--- config.mk ---
export PLATFORM = sky130hd
export DESIGN_NAME = plot_move_sequencer
export DESIGN_NICKNAME = d
export VERILOG_FILES = /design/src/rtl/plot_move_sequencer.sv
export SDC_FILE = /design/constraint.sdc
export NUM_CORES = 1
export LEC_CHECK = 0
export CORE_MARGIN = 2
export CORE_UTILIZATION = 25
export CTS_BUF_LIST = sky130_fd_sc_hd__clkbuf_2
export DETAILED_ROUTE_END_ITERATION = 7
export SYNTH_ARGS = -nofsm -noshare
export SYNTH_HDL_FRONTEND = slang
export SYNTH_SLANG_ARGS = --single-unit
export TNS_END_PERCENT = 100
--- constraint.sdc ---
create_clock -name clock -period 3.9 [get_ports clock]
set_input_delay 0.78 -clock clock [delete_from_list [all_inputs] [get_ports clock]]
set_output_delay 0.78 -clock clock [all_outputs]
set_load 0.05 [all_outputs]
--- src/rtl/plot_move_sequencer.sv ---
// plot_move_sequencer
// Coordinated X/Y stepper and pen-servo move controller. Accepts one relative
// move at a time, sets the pen, optionally waits for the servo to settle, then
// emits DDA-interpolated step pulses on both axes, one tick every STEP_PERIOD
// clocks, so lines of any slope come out straight.
//
// Build option: define PEN_SETTLE_EN to include the pen settle wait
// (SETTLE_CYCLES clocks after a pen change). Without it a pen change adds no
// cycles and no settle counter exists.
//
// Ports:
//   clock            system clock, rising edge
//   reset            synchronous, active-low
//   cmd_valid/ready  command handshake; ready only while idle
//   cmd_dx, cmd_dy   signed relative step counts
//   cmd_pen          pen state for the move (1 = down)
//   abort            ends the active move at the next cycle
//   step_x, step_y   step pulses, PULSE_WIDTH clocks high
//   dir_x, dir_y     direction (1 = positive)
//   pen_down         servo command
//   busy             high from the cycle after acceptance through DONE
//   done             one-cycle completion pulse
//   pos_x, pos_y     signed absolute position, wraps mod 2^W
//
// state  | meaning
// IDLE   | ready for a command
// PEN    | pen output updated; decide settle / tick / done
// SETTLE | waiting for the servo after a pen change
// TICK   | issuing n step ticks
// DONE   | one-cycle completion pulse
module plot_move_sequencer #(
  parameter int W             = 16,
  parameter int STEP_PERIOD   = 20000,
  parameter int PULSE_WIDTH   = 100,
  parameter int SETTLE_CYCLES = 5000000
) (
  input  logic                clock,
  input  logic                reset,
  input  logic                cmd_valid,
  output logic                cmd_ready,
  input  logic signed [W-1:0] cmd_dx,
  input  logic signed [W-1:0] cmd_dy,
  input  logic                cmd_pen,
  input  logic                abort,
  output logic                step_x,
  output logic                step_y,
  output logic                dir_x,
  output logic                dir_y,
  output logic                pen_down,
  output logic                busy,
  output logic                done,
  output logic signed [W-1:0] pos_x,
  output logic signed [W-1:0] pos_y
);

  localparam int CW = $clog2(STEP_PERIOD);
  localparam logic [CW-1:0] CNT_LOAD      = CW'(STEP_PERIOD - 1);
  localparam logic [CW-1:0] CNT_PULSE_END = CW'(STEP_PERIOD - PULSE_WIDTH);

`ifdef PEN_SETTLE_EN
  localparam int SW = $clog2(SETTLE_CYCLES + 1);
  localparam logic [SW-1:0] SETTLE_LOAD = SW'(SETTLE_CYCLES - 1);
  typedef enum logic [2:0] {IDLE, PEN, SETTLE, TICK, DONE} state_t;
  logic [SW-1:0] settle_cnt;
  logic          pen_chg;
`else
  typedef enum logic [2:0] {IDLE, PEN, TICK, DONE} state_t;
  // SETTLE_CYCLES has no effect in this build.
  logic settle_unused;
  assign settle_unused = (SETTLE_CYCLES != 0);
`endif

  state_t        state;
  logic [W-1:0]  ax, ay, n, ticks_left;
  logic [W:0]    acc_x, acc_y;
  logic [CW-1:0] cnt;

  logic [W-1:0]  mag_x, mag_y, mag_max;
  logic [W:0]    n_ext, sum_x, sum_y;
  logic          hit_x, hit_y;
  logic          start_tick, enter_done;

  // Magnitudes as unsigned W bits, so the most negative value maps to 2^(W-1).
  always_comb begin
    mag_x   = cmd_dx[W-1] ? W'(-cmd_dx) : W'(cmd_dx);
    mag_y   = cmd_dy[W-1] ? W'(-cmd_dy) : W'(cmd_dy);
    mag_max = (mag_x >= mag_y) ? mag_x : mag_y;
  end

  // DDA step decision for the tick about to start. acc < n, so the sum
  // never exceeds 2n and fits in W+1 bits.
  always_comb begin
    n_ext = {1'b0, n};
    sum_x = acc_x + {1'b0, ax};
    sum_y = acc_y + {1'b0, ay};
    hit_x = (sum_x >= n_ext);
    hit_y = (sum_y >= n_ext);
  end

  always_comb begin
    start_tick = 1'b0;
    enter_done = 1'b0;
    case (state)
      PEN: begin
`ifdef PEN_SETTLE_EN
        start_tick = !abort && !pen_chg && (n != '0);
        enter_done = abort || (!pen_chg && (n == '0));
`else
        start_tick = !abort && (n != '0);
        enter_done = abort || (n == '0);
`endif
      end
`ifdef PEN_SETTLE_EN
      SETTLE: begin
        start_tick = !abort && (settle_cnt == '0) && (n != '0);
        enter_done = abort || ((settle_cnt == '0) && (n == '0));
      end
`endif
      TICK: begin
        start_tick = !abort && (cnt == '0) && (ticks_left != '0);
        enter_done = abort || ((cnt == '0) && (ticks_left == '0));
      end
      default: ;
    endcase
  end

  always_ff @(posedge clock) begin
    if (!reset) begin
      state      <= IDLE;
      cmd_ready  <= 1'b1;
      busy       <= 1'b0;
      done       <= 1'b0;
      step_x     <= 1'b0;
      step_y     <= 1'b0;
      dir_x      <= 1'b0;
      dir_y      <= 1'b0;
      pen_down   <= 1'b0;
      pos_x      <= '0;
      pos_y      <= '0;
      ax         <= '0;
      ay         <= '0;
      n          <= '0;
      acc_x      <= '0;
      acc_y      <= '0;
      ticks_left <= '0;
      cnt        <= '0;
`ifdef PEN_SETTLE_EN
      settle_cnt <= '0;
      pen_chg    <= 1'b0;
`endif
    end else begin
      case (state)
        IDLE: begin
          if (cmd_valid) begin
            ax    <= mag_x;
            ay    <= mag_y;
            n     <= mag_max;
            acc_x <= {1'b0, mag_max >> 1};
            acc_y <= {1'b0, mag_max >> 1};
            if (cmd_dx != '0) dir_x <= ~cmd_dx[W-1];
            if (cmd_dy != '0) dir_y <= ~cmd_dy[W-1];
            pen_down  <= cmd_pen;
`ifdef PEN_SETTLE_EN
            pen_chg   <= (cmd_pen != pen_down);
`endif
            busy      <= 1'b1;
            cmd_ready <= 1'b0;
            state     <= PEN;
          end
        end
        PEN: begin
`ifdef PEN_SETTLE_EN
          if (!abort && pen_chg) begin
            state      <= SETTLE;
            settle_cnt <= SETTLE_LOAD;
          end
`endif
        end
`ifdef PEN_SETTLE_EN
        SETTLE: begin
          if (settle_cnt != '0) settle_cnt <= settle_cnt - SW'(1);
        end
`endif
        TICK: begin
          if (cnt == CNT_PULSE_END) begin
            step_x <= 1'b0;
            step_y <= 1'b0;
          end
          if (cnt != '0) cnt <= cnt - CW'(1);
        end
        DONE: begin
          done      <= 1'b0;
          busy      <= 1'b0;
          cmd_ready <= 1'b1;
          state     <= IDLE;
        end
        default: state <= IDLE;
      endcase

      if (enter_done) begin
        state  <= DONE;
        done   <= 1'b1;
        step_x <= 1'b0;
        step_y <= 1'b0;
      end

      // Register the tick's pulses and position so they appear on its first cycle.
      if (start_tick) begin
        state      <= TICK;
        cnt        <= CNT_LOAD;
        ticks_left <= (state == TICK) ? ticks_left - W'(1) : n - W'(1);
        step_x     <= hit_x;
        step_y     <= hit_y;
        acc_x      <= hit_x ? sum_x - n_ext : sum_x;
        acc_y      <= hit_y ? sum_y - n_ext : sum_y;
        if (hit_x) pos_x <= dir_x ? pos_x + W'(1) : pos_x - W'(1);
        if (hit_y) pos_y <= dir_y ? pos_y + W'(1) : pos_y - W'(1);
      end
    end
  end

endmodule

After elaboration in Yosys (flattened, before gate mapping)
Cells that the tools add are included.
Word-level totals
  register bits after elaboration: 156
  output and inout bits: 40
Operators by class
  equal/unequal tests: 9
  reduce and logical (&&, ||, !) cells: 40
  bitwise operators: 4
  magnitude comparators: 3
  add/sub/neg operators: 13
  multiplexer cells: 32
Operators with widths (count)
  17-bit 2-to-1 mux: 6
  16-bit 2-to-1 mux: 6
  16-bit nonzero test: 4
  15-bit 2-to-1 mux: 3
  17-bit by 16-bit adder with 17-bit output: 2
  17-bit by 16-bit >= comparator with 1-bit output: 2
  17-bit by 16-bit subtractor with 17-bit output: 2
  16-bit by 2-bit adder with 16-bit output, second input constant: 2
  16-bit zero test: 2
  16-bit negator: 2
  16-bit by 1-bit subtractor with 16-bit output, second input constant: 2
  16-bit by 2-bit subtractor with 16-bit output, second input constant: 2
  2-bit AND reduction: 11
  16-bit >= comparator: 1
  15-bit equality test, second input constant: 1
  15-bit zero test: 1
  15-bit nonzero test: 1
  15-bit by 1-bit subtractor with 15-bit output, second input constant: 1
  2-bit nonzero test: 6
  1-bit 2-to-1 mux: 9
  1-bit one-hot mux with 2 select lines: 4
  3-bit by 2-bit equality test with 1-bit output, second input constant: 2
  3-bit one-hot mux with 2 select lines: 1
  3-bit AND reduction: 2
  other kinds (16): 26

Depth between registers and ports, before layout
  depth in word-level cells: 7
  gate-level depth with buffers: 20

Least setup slack after synthesis
No wires, ideal clock.
  path type: input -> register
  start point: in cmd_dy[7]
  end point: reg acc_y[14]
  stages on the path: 12
  arrival time: 3.940 ns
  buffers on the path: 1
  library setup time: 0.133 ns
  setup slack: -0.173 ns
  cell sequence: or4_1 or3_1 o31ai_1 xor2_1 ha_1 a21o_1 a21o_1 a211oi_1 o21ai_1 buf_2 a211oi_1 o32ai_1
Between the ends
  longest elaborated chain between the ends: 7
RTL lines
  start, declared: RTL line 42  | input logic signed [W-1:0] cmd_dy,
  16-bit negator: RTL line 86  | mag_y = cmd_dy[W-1] ? W'(-cmd_dy) : W'(cmd_dy);
  16-bit 2-to-1 mux (*): RTL line 86
  16-bit >= comparator: RTL line 87  | mag_max = (mag_x >= mag_y) ? mag_x : mag_y;
  16-bit 2-to-1 mux (*): RTL line 87
  17-bit 2-to-1 mux (*): RTL line 154  | if (cmd_valid) begin
  17-bit 2-to-1 mux (*): RTL line 152  | case (state)
  17-bit 2-to-1 mux (*): RTL line 208  | if (start_tick) begin
  end signal, assigned: RTL line 159  | acc_y <= {1'b0, mag_max >> 1};
  end signal, assigned: RTL line 215  | acc_y <= hit_y ? sum_y - n_ext : sum_y;
  end, declared: RTL line 75  | logic [W:0] acc_x, acc_y;
Mark *: on every way between the ends. The rest lies on a longest branch, timed or not. The select of a mux whose other input is x is not followed.
A chain may end at the register's enable or synchronous reset.

Worst setup path after layout
  start point: reg acc_y[0]
  end point: reg acc_y[0]
Between the ends
  longest elaborated chain between the ends: 4
  elaborated cells on any way between the ends: 5
  those cells by class: add/sub: 2; order compare: 1; mux: 2
RTL lines
  17-bit by 16-bit adder with 17-bit output (*): RTL line 95  | sum_y = acc_y + {1'b0, ay};
  17-bit by 16-bit subtractor with 17-bit output or 17-bit by 16-bit >= comparator with 1-bit output (tied branches): RTL line 215, 97
  17-bit 2-to-1 mux (*): RTL line 215
  17-bit 2-to-1 mux (*): RTL line 208
Mark *: on every way between the ends. The rest lies on a longest branch, timed or not.

==> flow_summary_export.csv <==
group,metric,value,unit
global_route,grt_overflow,0,
floorplan,die_area,50580,sq um
sta,grt_setup_unrepaired,"yes",
logic_synthesis,mappedNetlistArea,12200,sq um
drt,drtIter0Drc,721,
floorplan,dieHeight,224.9,um
place,placed_area,15170,sq um
hold_path,hold_path_depth,2,
logic_synthesis,yosysWarningCount,0,
logic_synthesis,ys_seq_area_share,25.44,%
logic_synthesis,syn_area_per_cell,8.005,sq um
power_and_ir_drop,p_total,15010,uW
logic_synthesis,synth_edf_count,0,
critical_path,cp.buffers_inverters,3,
critical_path,critical_path_class,"reg2reg",
sta,worst_pin_slew,741.1,ps
sta,clock_skew,25.77,ps
critical_path,end_kind,"register",
drt,vias,12280,
floorplan,initial_core_util,25.44,%
drt,dr.pass1.iters,5,
critical_path,regToRegSetupSlack,-290,ps
critical_path,cpPeakStageDelay,390,ps
layout,final_cell_area,16870,sq um
logic_synthesis,synth_nets,1684,
place,routabilityCongestion,0.8996,
logic_synthesis,synth_cell_type_count,81,
floorplan,coreArea,47950,sq um
critical_path,crit_path_start_kind,"register",
drt,wire_per_inst,16.44,um
sta,report.final.slew_viol_count,0,
sta,min_period_over_period,107.4,%
floorplan,floorplan.rows,80,
drt,ant_nets,0,
place,dpl.hpwl,29.56,mm
place,io_buffers,76,
floorplan,fp.dieW,224.9,um
power_and_ir_drop,cellLeakagePower,0.007003,uW
clock_network,clk_pin_slew,240,ps
critical_path,worstPathRequired,4590,ps
sta,min_period,4189,ps
logic_synthesis,synth-main-ff-cell,"dfxtp_1",
logic_synthesis,synth.ff_latch_count,155,
run,cap_violations,0,
global_route,grt_max_degree,66,
logic_synthesis,synth_top_area_cell,"dfxtp_1",
logic_synthesis,synthCells,1524,
logic_synthesis,synth_top_area_share,25.44,%
sta,hold_viol,0,
global_route,grt_pass1_vias,11990,
hold_path,min_path_type,"reg2reg",
drt,route.detailed.drc,0,
critical_path,worstPathMaxFanout,8,
logic_synthesis,synth_top_family_by_area,"compound AO/OA/AOI/OAI gates",
floorplan,ios,77,
layout,drive_gt1_share,26.05,%
clock_network,root_buffer,"clkbuf_2",
logic_synthesis,synthTopCellsByArea,"dfxtp_1 (25%), ha_1 (12%), a21oi_1 (6.3%), nor2_1 (4.9%), xnor2_1 (4.6%)",
critical_path,arrival,4880,ps
logic_synthesis,synth_compound_area_share,25.86,%
clock_network,cts.sinks,155,
sta,finalSetupTns,-11530,ps
logic_synthesis,yosys.area_share.xor_xnor,8.472,%
place,dp.cells,2358,
critical_path,cp.depth,20,
global_route,grt_first_pass_wirelength,63.05,mm
outcome,outcome,"finished, violations left",
critical_path,r2r_cells,20,
critical_path,crit_family,"compound AO/OA/AOI/OAI gates",
critical_path,crit_chain,"ha_4 > fa_2 > a211oi_4 > o211a_1 > buf_6 > o31ai_4 > a21oi_2 > o21ai_1 > xor2_1 > ha_1 > nand4_1 > nor2_1 > a31oi_2 > nand2_1 > mux2_4 > o21ba_4 > buf_12 > buf_8 > o21ai_0 > o221a_2",
sta,holdWs,478.3,ps
power_and_ir_drop,vdd_drop_max,451.8,uV
logic_synthesis,muxShareOfSynthArea,4.810,%
outcome,violations,"negative setup slack",
logic_synthesis,synthMostInstantiatedCell,"nor2_1",
global_route,grt.total_usage,15.51,%
clock_network,h-tree-depth,4,
clock_network,clock_latency,780,ps
sta,relSlewSlack,50.59,%
layout,syn_to_final_growth,38.32,%
clock_network,cts.path.max_buffers,2,
logic_synthesis,synth-simple-area-share,17.89,%
clock_network,cts_tree,"yes",
drt,routed_wirelength,40.24,mm
power_and_ir_drop,p_per_area,889.7,nW/um^2
drt,drt-vias-per-instance,5.018,
clock_network,cts_buffers,17,
layout,nNetsFinal,1978,
critical_path,critPathSlowestCell,"dfxtp_2",
sta,timing.final.ws_setup,-289.1,ps
logic_synthesis,ys_async_sr_fraction,0,%
logic_synthesis,yosys.area_share.adder,12.98,%
sta,setup_violations,67,
layout,stdcell_count,2447,
logic_synthesis,synthTopCellsByCount,"nor2_1 (159), dfxtp_1 (155), a21oi_1 (153)",
global_route,antenna_found_initial,1,
sta,fmax,0.2387,GHz
per-layer routing:
metal | GRT usage (%) | share of wire (%)
met3 | 1.656 | 3.8
met4 | 6.003 | 3.8
met5 | 0 | 0
met1 | 19.85 | 45
met2 | 26.70 | 48
path summary, 6_finish.rpt:
check,startpoint,endpoint
max,acc_y[0],acc_y[0]
min,ax[15],ax[15]
max reg2reg,acc_y[0],acc_y[0]
min reg2reg,ax[15],ax[15]
registers in the layout (all words and copies together) (netlist names):
register	flops
acc_x	17
acc_y	17
ax	16
ay	16
busy	1
cmd_ready	1
cnt	15
dir_x	1
dir_y	1
done	1
n	16
pen_down	1
pos_x	16
pos_y	16
state	2
step_x	1
step_y	1
ticks_left	16
through the flow:
step | utilization [%] | setup WS, ps
after CTS | 34.12 | -259.0
after detailed placement | 31.63 | -668.4
final | 35.19 | -289.1
after floorplan | - | 8.918
after global routing | 35.19 | -481.3
after global placement | 31.63 | -636.3
logic make-up after synthesis:
logic type               count (synthesis)
AND/OR/NAND/NOR                        470
AO/OA/AOI/OAI                          468
flip-flops                             155
buffers and inverters                  133
adder cells (fa/ha/maj)                123
XOR/XNOR                               118
multiplexers                            57
where the power goes:
group          switching [uW]  total (uW)  internal [uW]  leakage (uW)
Combinational            5800       11300           5500       0.00553
Sequential                409        2390           1980       0.00127
Clock                     640        1330            685      0.000202
layout by cell type, fill, tap and decap left out, drive strengths merged, types with 59 or more instances in the layout:
master,n
buf,261
xnor2,64
nor2,160
dfxtp,155
a21oi,155
a211oi,59
nand2,135
inv,71
clkdlybuf4s50,76
ha,117
o21ai,66
area by class of cell:
type	instances	area (sq um)
Sequential cell	155	3120
Tap cell	615	769.5
Clock buffer	18	90.09
Fill cell	4787	31070
Inverter	68	257.7
Multi-Input combinational cell	1237	9353
Clock inverter	14	289.0
Timing Repair Buffer	339	2992
Antenna cell	1	2.502
tightest hold or removal path: stages, from the launching register on:
cell and delay, ps:
dfxtp_1 370, nand2_1 50, a21oi_1 50
repair_timing:
| action | 4_1_cts | 5_1_grt |
|---|---|---|
| cloned | 6 | 1 |
| pin swaps | 72 | 79 |
| buffers inserted | 39 | 23 |
| endpoints found under the setup margin | 68 | 74 |
| hold buffers | 0 | 0 |
| gates resized for setup | 88 | 104 |
Note: power is estimated with default switching activity, not from simulation.
